File: config.mk
export PLATFORM = sky130hd
export DESIGN_NAME = rx_comma_aligner
export DESIGN_NICKNAME = d
export VERILOG_FILES = /design/src/rtl/phy_pkg.sv /design/src/rtl/idle_detector.sv /design/src/rtl/rx_comma_aligner.sv
export SDC_FILE = /design/constraint.sdc
export NUM_CORES = 1
export LEC_CHECK = 0
export CAP_MARGIN = 25
export CORE_MARGIN = 2
export CORE_UTILIZATION = 40
export CTS_CLUSTER_DIAMETER = 50
export DETAILED_ROUTE_END_ITERATION = 7
export HOLD_SLACK_MARGIN = 0.15
export PLACE_DENSITY = 0.62
export SLEW_MARGIN = 20
export SYNTH_ARGS = -nofsm -noshare
export SYNTH_HDL_FRONTEND = slang
export SYNTH_SLANG_ARGS = --single-unit
File: constraint.sdc
create_clock -name clk -period 3.5 [get_ports clk]
set_clock_uncertainty 0.2 [all_clocks]
set_input_delay 0.7 -clock clk [delete_from_list [all_inputs] [get_ports clk]]
set_output_delay 0.7 -clock clk [all_outputs]
set_load 0.05 [all_outputs]
File: src/rtl/phy_pkg.sv
// Shared PHY constants: K28.5 comma patterns, symbol width and the receive
// lock-state encoding used by both the transmit and receive paths.
package phy_pkg;

    localparam int unsigned SYMBOL_W = 10;

    localparam logic [SYMBOL_W-1:0] COMMA_K285_RDN = 10'b0011111010;
    localparam logic [SYMBOL_W-1:0] COMMA_K285_RDP = 10'b1100000101;

    localparam logic [1:0] UNLOCKED = 2'd0;
    localparam logic [1:0] CHECK    = 2'd1;
    localparam logic [1:0] LOCKED   = 2'd2;

    function automatic logic isK285(input logic [SYMBOL_W-1:0] sym);
        return (sym == COMMA_K285_RDN) || (sym == COMMA_K285_RDP);
    endfunction

endpackage

File: src/rtl/idle_detector.sv
// Run-length counter on the serial line; flags electrical idle once IDLE_BITS
// identical bits have been sampled and reports the edge on which that happens.
module idle_detector #(
    parameter int unsigned IDLE_BITS = 20
) (
    input  logic clk,
    input  logic rst,
    input  logic enb,
    input  logic serialIn,
    output logic idleRise,
    output logic rxElecIdle
);

    localparam int unsigned RW = $clog2(IDLE_BITS + 1);
    localparam logic [RW-1:0] RunMax = RW'(IDLE_BITS);

    logic [RW-1:0] run;
    logic [RW-1:0] runNext;
    logic          prevBit;

    always_comb begin
        runNext = RW'(1);
        if (serialIn == prevBit) begin
            runNext = (run == RunMax) ? run : run + 1'b1;
        end
    end

    // Combinational so the lock FSM can drop lock on the same edge idle appears.
    assign idleRise   = enb && (runNext == RunMax) && (run != RunMax);
    assign rxElecIdle = (run == RunMax);

    always_ff @(posedge clk) begin
        if (!rst) begin
            run     <= '0;
            prevBit <= 1'b0;
        end else if (enb) begin
            run     <= runNext;
            prevBit <= serialIn;
        end
    end

endmodule

File: src/rtl/rx_comma_aligner.sv
// Serial-to-symbol front end: hunts for K28.5, runs the lock FSM and emits
// boundary-aligned 10-bit symbols to the 8b/10b decoder.
module rx_comma_aligner
    import phy_pkg::*;
#(
    parameter int unsigned LOCK_COMMAS = 3,
    parameter int unsigned LOSS_COMMAS = 2,
    parameter int unsigned IDLE_BITS   = 20
) (
    input  logic                clk,
    input  logic                rst,
    input  logic                enb,
    input  logic                serialIn,
    output logic [SYMBOL_W-1:0] symbolOut,
    output logic                symbolValid,
    output logic                isComma,
    output logic                locked,
    output logic                rxElecIdle
);

    localparam int unsigned CW = $clog2(LOCK_COMMAS + 1);
    localparam int unsigned MW = $clog2(LOSS_COMMAS + 1);
    localparam logic [CW-1:0] LockMax = CW'(LOCK_COMMAS);
    localparam logic [MW-1:0] LossMax = MW'(LOSS_COMMAS);

    logic [SYMBOL_W-1:0] sh;
    logic [SYMBOL_W-1:0] shNext;
    logic [3:0]          cnt;
    logic [3:0]          cntNext;
    logic [1:0]          state;
    logic [1:0]          stateNext;
    logic [CW-1:0]       commaCnt;
    logic [CW-1:0]       commaCntNext;
    logic [CW-1:0]       commaInc;
    logic [MW-1:0]       missCnt;
    logic [MW-1:0]       missCntNext;
    logic [MW-1:0]       missInc;
    logic                commaNow;
    logic                boundary;
    logic                emit;
    logic                idleRise;

    idle_detector #(
        .IDLE_BITS(IDLE_BITS)
    ) uIdle (
        .clk       (clk),
        .rst       (rst),
        .enb       (enb),
        .serialIn  (serialIn),
        .idleRise  (idleRise),
        .rxElecIdle(rxElecIdle)
    );

    always_comb begin
        shNext       = {sh[SYMBOL_W-2:0], serialIn};
        commaNow     = isK285(shNext);
        boundary     = (cnt == 4'd9);
        cntNext      = boundary ? 4'd0 : cnt + 4'd1;
        commaInc     = commaCnt + 1'b1;
        missInc      = missCnt + 1'b1;
        stateNext    = state;
        commaCntNext = commaCnt;
        missCntNext  = missCnt;
        emit         = 1'b0;

        // Idle onset beats everything, including a coincident boundary.
        if (idleRise) begin
            stateNext    = UNLOCKED;
            cntNext      = 4'd0;
            commaCntNext = '0;
            missCntNext  = '0;
        end else begin
            case (state)
                UNLOCKED: begin
                    if (commaNow) begin
                        cntNext     = 4'd0;
                        missCntNext = '0;
                        if (LOCK_COMMAS <= 1) begin
                            stateNext    = LOCKED;
                            commaCntNext = '0;
                        end else begin
                            stateNext    = CHECK;
                            commaCntNext = CW'(1);
                        end
                    end
                end
                CHECK: begin
                    if (commaNow) begin
                        if (boundary) begin
                            if (commaInc == LockMax) begin
                                stateNext    = LOCKED;
                                commaCntNext = '0;
                                missCntNext  = '0;
                            end else begin
                                commaCntNext = commaInc;
                            end
                        end else begin
                            cntNext      = 4'd0;
                            commaCntNext = CW'(1);
                        end
                    end
                end
                LOCKED: begin
                    emit = boundary;
                    if (commaNow) begin
                        if (boundary) begin
                            missCntNext = '0;
                        end else if (missInc == LossMax) begin
                            stateNext   = UNLOCKED;
                            missCntNext = '0;
                        end else begin
                            missCntNext = missInc;
                        end
                    end
                end
                default: begin
                    stateNext = UNLOCKED;
                end
            endcase
        end
    end

    always_ff @(posedge clk) begin
        if (!rst) begin
            sh          <= '0;
            cnt         <= '0;
            state       <= UNLOCKED;
            commaCnt    <= '0;
            missCnt     <= '0;
            symbolOut   <= '0;
            symbolValid <= 1'b0;
            isComma     <= 1'b0;
        end else if (enb) begin
            sh          <= shNext;
            cnt         <= cntNext;
            state       <= stateNext;
            commaCnt    <= commaCntNext;
            missCnt     <= missCntNext;
            symbolValid <= emit;
            if (emit) begin
                symbolOut <= shNext;
                isComma   <= commaNow;
            end
        end else begin
            symbolValid <= 1'b0;
        end
    end

    assign locked = (state == LOCKED);

endmodule
# == Word level (Yosys, flattened, before mapping) ==
# Cells that the tools add are included.
# word_totals
wordCells,76
regBits,37
output_inout_bits,14
# op_classes
reduce_logical,11
addsub,4
mux,33
eq_ne,18
# op_table
cell,n
$mux 2,20
$mux 4,5
$ne 3x3->1 const B,4
$pmux 2 s3,2
$eq 10x10->1 const B,1
$eq 10x8->1 const B,1
$eq 5x5->1 const B,2
$mux 5,2
$pmux 4 s2,1
$reduce_and 8->1,1
$reduce_and 7->1,1
$eq 2x2->1 const B,3
$ne 3x1->1 const B,2
$add 5x1->5 const B,1
$ne 5x5->1 const B,1
$add 2x1->2 const B,2
$add 4x1->4 const B,1
$eq 4x4->1 const B,1
$pmux 2 s2,1
$reduce_and 2->1,2
$reduce_and 4->1,1
$reduce_bool 4->1,1
$ne 3x2->1 const B,1
$reduce_bool 3->1,1
6 further kinds,8

# == Logic depth before layout (Yosys ltp) ==
# Gate-level depths: netlist of run 1.
# depth
ltp_word,8
mapped_depth,9

# == Modules after synthesis ==
# A second synthesis of run 1 with hierarchy kept.
# unflattened
cells_unflattened,199
hier_area_um2,1868.0
# modules_own_cells
mod,n_inst,seq_area_each_um2,cells_each,area_per_inst_um2
rx_comma_aligner,1,620.6,153,1458.9
idle_detector,1,120.1,46,409.1

# == Worst setup path before layout of run 1 ==
# Ideal clock, no wire load.
# synth_timing
path_type,input-to-reg
from,input serialIn
to,register cnt[1]
required_time_ps,3229
slack_ps,1077
arrival_time_ps,2152
stages,8
cell_sequence,inv_1 > ha_1 > nand2_1 > nor2_2 > and3_4 > buf_6 > or4_1 > a21oi_1
# synth_via
elab_chain_cells,6
# synth_rtl
element,line_no,source
"start, declared",rx_comma_aligner.sv:13,"input logic serialIn,"
branches (longest 5 deep; another with $eq 10x8->1),-,
$mux 4 *,rx_comma_aligner.sv:67,if (idleRise) begin
"end signal, assigned",rx_comma_aligner.sv:135,cnt <= cntNext;
"end, declared",rx_comma_aligner.sv:28,logic [3:0] cnt;
# Every way passes the cells marked *.
# A chain may end at the register's enable or synchronous reset.

# == Worst setup path in the final report of run 1 ==
# layout_timing
from,register uIdle.run[0]
to,output rxElecIdle
# layout_via
elab_chain_cells,1
# layout_rtl
element,line_no,source
"start, declared",idle_detector.sv:17,logic [RW-1:0] run;
"start signal, assigned",idle_detector.sv:37,run <= runNext;
$eq 5x5->1,idle_detector.sv:30,assign rxElecIdle = (run == RunMax);
"end, declared",rx_comma_aligner.sv:18,output logic rxElecIdle
# No other way between the ends.

==> impl_results.md, run 1 <==
* Status: completed
* CP Launch Type: flip-flop
* Io pins at 18
* Syn_area_per_cell at 8.37 µm²
* Vias in the first global route at 1,383
* Worst min-delay path class: flip-flop to flip-flop
* R2r endpoint: commaCnt[0]$_SDFFE_PN0P_
* Layout area overhead at 19.5%
* Critical path capture point type: output port
* Clock root cell: clkbuf_8
* Slew headroom at 63.5%
* Setup_tns at 0 ns
* Initial antenna violation count at 0
* EDFF count, synth at 0
* Setup violations, final at 0
* Hold path endpoint: symbolOut[2]$_SDFFE_PN0P_
* First-pass GRT wire length at 6.36 mm
* Sequential share of the synthesized area at 41.6%
* Nets at 232
* VDD IR max at 0.000191 V
* Post-Syn Instances at 207
* Max Slew Vio Count at 0
* Port Buffers at 17
* CTS Buf Count at 5
* Mapped cell area at 1730 µm²
* Mapped Nets at 217
* Global Route Usage Sum at 16.2%
* Leakage power figure at 0.780 nW
* Critical path type: flip-flop to output port
* Hold depth at 2
* Final ANT Viol Nets at 0
* Core Region at 4090 µm²
* Residual DRC count at 0
* R2R Path Start: sh[0]$_SDFFE_PN0P_
* Final Hold Viols at 0
* H-tree depth at 2
* RSZ-0062 raised after global routing: false
* Main area contributors after synthesis: dfxtp_1 42%, mux2i_1 6.4%, nand3_1 5.5%, nand2_1 5.4%, ha_1 4.3%
* GRT Residual Overflow at 0
* Worst Tran Pin Value at 0.547 ns
* Gpl congestion at 0.786
* CTS clk-pin slew, worst paths at 0.07 ns
* Asr flop ratio synth at 0%
* Routed WL at 3.71 mm
* Die Span Y at 69.8 µm
* Clk Latency, worst-skew pair at 0.29 ns
* Syn. warnings at 0
* Via count at 1,465
* 1st-iter DRT viols at 82
* CTS Hold Bufs at 0
* Clock Sink Count at 36
* Layout cells sized above 1 at 7.17%
* Wire per inst at 13.6 µm
* Post-synth top area cell: dfxtp_1
* Largest net degree at the start of global routing at 26
* Dpl cells at 265
* Non-filler cells in the finished layout at 273
* Min Tclk post-route at 2.93 ns
* Worst EP required at 2.60 ns
* Die width at 69.8 µm
* F_max at 342 MHz
* Longest Clk Path Bufs at 2
* R2R depth at 6
* Final period utilization at 83.6%
* Synth Flop Type: dfxtp_1
* # rows at 23
* Detailed placement HPWL at 2.53 mm
* CTS tree: yes
* Max cap viols at 0
* Crit path DAT at 2.03 ns
* Synth unique cells at 44
* Worst Hold Launch: symbolOut[2]$_SDFFE_PN0P_
* Power per cell area at 421 nW/µm²
* Setup Buffers After CTS at 0
* DR vias/cell at 5.37
* Initial DRT Pass Iterations at 4
* Crit Path Max Fanout at 6
* Synth Register Bits at 36
* Starting Density at 42.4%
* ANT cells at 0
* Post-CTS sizing at 0
* R2r setup slk at 1.23 ns
* Die area at 4870 µm²
* Top cell type's share of synthesized area at 41.6%
## flip-flops by register name, summed over array words and instances, names as in the netlist
register,count
missCnt,2
commaCnt,2
symbolValid,1
isComma,1
cnt,4
sh,9
state,2
symbolOut,10
uIdle.run,5
## worst max-delay path, stage by stage, from the launching register on
cell             delay, ns
dfxtp_1               0.37
inv_1                 0.08
ha_1                  0.13
and4b_1               0.32
clkdlybuf4s50_1       0.85
## area by class of cell
class / count / area (µm²)
fillers: 379 / 2020
multi-input cells: 148 / 920
flip-flops and latches: 36 / 721
repair buffers: 22 / 208
clock buffers: 7 / 96.3
well taps: 50 / 62.6
inverters: 9 / 33.8
clock inverters: 1 / 30.0
## where the power goes
group | switching [mW] | internal, mW
Combinational | 0.0296 | 0.0201
Sequential | 0.00641 | 0.414
Clock | 0.150 | 0.251
## placed cells by master, fill, tap and decap left out, types with 2 or more instances in the layout
cell and instances:
inv_1 9, dfxtp_1 36, nor3_1 8, nand2_1 25
a31oi_1 3, clkbuf_8 7, nor2_1 15, and3b_1 2
nand3_1 19, buf_4 5, mux2i_1 11, ha_1 6
o21ai_1 12, o221a_1 2, clkdlybuf4s50_1 17, nand3b_1 2
nand4_1 2, a21oi_1 9, nor3b_1 2, nor2b_1 4
a211oi_1 3
## logic make-up after synthesis
kind of cell | synth area share (%)
XOR/XNOR | 1.01
multiplexers | 6.35
AO/OA/AOI/OAI | 14.2
flip-flops | 41.6
buffers and inverters | 5.70
adder cells (fa/ha/maj) | 4.33
AND/OR/NAND/NOR | 26.8
## Yosys cell counts, types with 2 or more instances
cell / n
dfxtp_1: 36
ha_1: 6
clkbuf_1: 11
o21ai_1: 12
nand3b_1: 2
and3b_1: 2
a211oi_1: 3
a21oi_1: 9
nand3_1: 19
nand4_1: 2
nand2_1: 25
nor2b_1: 4
nor3_1: 8
mux2i_1: 11
nor2_1: 15
a31oi_1: 4
o221a_1: 2
inv_1: 9
nor3b_1: 2
## worst max path at each step
stage / start / endpoint
after floorplan: serialIn / cnt[1]$_SDFFE_PN0P_
after global placement: serialIn / cnt[1]$_SDFFE_PN0P_
after detailed placement: serialIn / commaCnt[1]$_SDFFE_PN0P_
after CTS: uIdle.run[0]$_SDFFE_PN0P_ / rxElecIdle
after global routing: serialIn / commaCnt[0]$_SDFFE_PN0P_
final: uIdle.run[0]$_SDFFE_PN0P_ / rxElecIdle
## metrics by stage
step / instance area, µm² / setup slack [ns] / util (%) / hold WS, ns / power (mW)
2_1_floorplan: 1730 / 1.08 / - / 0.240 / 0.465
3_3_place_gp: 1940 / 0.514 / 47.6 / 0.237 / 0.480
3_5_place_dp: 1940 / 0.440 / 47.6 / 0.239 / 0.480
4_1_cts: 2070 / 0.553 / 50.7 / 0.251 / 0.880
5_1_grt: 2070 / 0.485 / 50.7 / 0.277 / 0.905
6_report: 2070 / 0.573 / 50.7 / 0.248 / 0.872
## per-layer routing
metal	part of all wire [%]	GRT usage [%]
met1	50	20.8
met2	46	25.0
met5	0	0
met4	0.73	5.56
met3	3.1	6.25
Power figures use the tool's default switching activity.
==> run 2, diff against run 1 <==
Clock period 3.5 ns to 2.86 ns, I/O delays scaled along.
==> run 2 against run 1 <==
Global-route usage barely moved; sequential share of layout area fell by 0.98 points; cell count rose by 2.9%; critical path type unchanged; largest cell class unchanged.
==> impl_results.md, run 2 (synthesis results as in run 1) <==
* Worst min-delay path class: flip-flop to flip-flop
* CTS Buf Count at 5
* Max cap viols at 0
* Worst path slowest cell: clkdlybuf4s50_1
* Slew headroom at 63.8%
* Worst path bufs/invs at 1
* Area after DPL at 2020 µm²
* Layout cells sized above 1 at 10.4%
* Combinational Power Share at 6.5%
* Clock Sink Count at 36
* Nets at 240
* Residual DRC count at 0
* VDD IR max at 0.000354 V
* Reg power frac at 50.0%
* Clock root cell: clkbuf_8
* Routed WL at 3.75 mm
* Min Tclk post-route at 2.55 ns
* Die area at 4870 µm²
* Setup Buffers After CTS at 0
* Power per cell area at 483 nW/µm²
* H-tree depth at 2
* Longest Clk Path Bufs at 2
* Family with the most delay on the worst path: buffers and inverters
* DR vias/cell at 5.36
* Leakage power figure at 0.829 nW
* Worst Tran Pin Value at 0.543 ns
* Port Buffers at 17
* Max Slew Vio Count at 0
* Gpl congestion at 0.776
* Setup violations, final at 0
* CTS Hold Bufs at 0
* Post-layout util at 52.1%
* Setup_tns at 0 ns
* Largest net degree at the start of global routing at 26
* Largest reg by FF count: symbolOut
* Io pins at 18
* Cell-internal power at 794 µW
* Hold Slack at 0.250 ns
* Status: completed
* Layout area overhead at 23.0%
* CP Launch Type: flip-flop
* Critical-path cell list: nor2b_1, clkdlybuf4s50_1
* Final period utilization at 89.2%
* CTS clk-pin slew, worst paths at 0.07 ns
* Clk Latency, worst-skew pair at 0.29 ns
* ANT cells at 0
* Via count at 1,506
* Final Hold Viols at 0
* Critical path type: flip-flop to output port
* Global Route Usage Sum at 16.3%
* Vias in the first global route at 1,353
* RSZ-0062 raised after global routing: false
* Max stage delay on crit path at 0.84 ns
* Top flop regs: symbolOut x10, sh x9, uIdle.run x5
* CTS tree: yes
* Starting Density at 42.4%
* Wire per inst at 13.3 µm
* F_max at 392 MHz
* Core Region at 4090 µm²
* Psw at 234 µW
* Final ANT Viol Nets at 0
* Crit Path Max Fanout at 5
* Worst EP required at 2.09 ns
* Clock power share at 43.5%
* Die Span Y at 69.8 µm
* # rows at 23
* Initial DRT Pass Iterations at 4
* Max reg flops at 10
* Design Area, Final at 2130 µm²
* Die width at 69.8 µm
* Leading cell type in the layout, fill and taps excluded: dfxtp_1
* Initial antenna violation count at 0
* GRT Residual Overflow at 0
* Sw frac at 22.8%
* Critical path capture point type: output port
* 1st-iter DRT viols at 115
* Multi-input gate area at 920 µm²
* Sequential cell area at 721 µm²
* Crit path DAT at 1.78 ns
* Detailed placement HPWL at 2.62 mm
* Commonest non-fill, non-tap cells in the layout: 36 x dfxtp_1, 25 x nand2_1, 19 x nand3_1
* Filler cell count at 405
* First-pass GRT wire length at 6.49 mm
## run 2: cell count changes in the layout (fill, tap and decap cells not counted)
cell             change
clkinvlp_4           +1
clkinv_2             +1
buf_4                +7
clkdlybuf4s50_1      -1
buf_12               +1
clkbuf_8             -2
dlymetal6s2s_1       +1
## run 2: worst paths after layout
path / cells after the start / end / startpoint / slack [ns]
worst min-delay path: 2 / symbolOut[1]$_SDFFE_PN0P_ / symbolOut[1]$_SDFFE_PN0P_ / 0.25
worst min register to register: 2 / symbolOut[1]$_SDFFE_PN0P_ / symbolOut[1]$_SDFFE_PN0P_ / 0.25
worst max-delay path: 2 / locked / state[1]$_SDFFE_PN0P_ / 0.31
worst max register to register: 7 / state[0]$_SDFFE_PN0P_ / uIdle.run[0]$_SDFFE_PN0P_ / 0.58
## run 2: power by group through the flow
stage,sequential [mW],combinational (mW),clock (mW)
detailed placement,0.526,0.0672,0
global placement,0.526,0.0678,0
CTS,0.515,0.0675,0.459
global route,0.516,0.0749,0.486
floorplan,0.524,0.0443,0
finish,0.515,0.0670,0.447
## run 2: through the flow
stage,worst slack (ns),total power [mW],std cells
6_report,0.310,1.03,281
3_5_place_dp,0.116,0.594,273
4_1_cts,0.0338,1.04,281
5_1_grt,0.221,1.08,281
2_1_floorplan,0.508,0.568,207
3_3_place_gp,0.144,0.594,273
## run 2: timing repair
| action | in CTS | in global routing |
|---|---|---|
| endpoints found under the hold margin | 0 | 0 |
| resized for setup | 0 | 1 |
| setup endpoints to repair | 0 | 1 |
## run 2: final cells by class
cell class	instances	share of cell area [%]
clock buffer	5	3.23
inverter	9	1.59
clock inverter	3	2.00
multi-input combinational	148	43.2
tap	50	2.94
sequential	36	33.8
timing repair buffer	30	13.3
## run 2: worst register-to-register path: cells and delay by family (launching register included)
family / cells / cell delay (ns)
AO/OA/AOI/OAI: 1 / 0.23
adder cells (fa/ha/maj): 1 / 0.32
buffers and inverters: 2 / 0.21
flip-flops: 1 / 0.43
AND/OR/NAND/NOR: 3 / 0.79
## run 2: routing by layer
layer,global-route usage (%),vias up,share of wire [%]
met3,5.09,4,3.3
met5,0,-,0
met2,23.7,22,43
li1,-,778,-
met4,4.06,0,0.77
met1,23.3,702,53
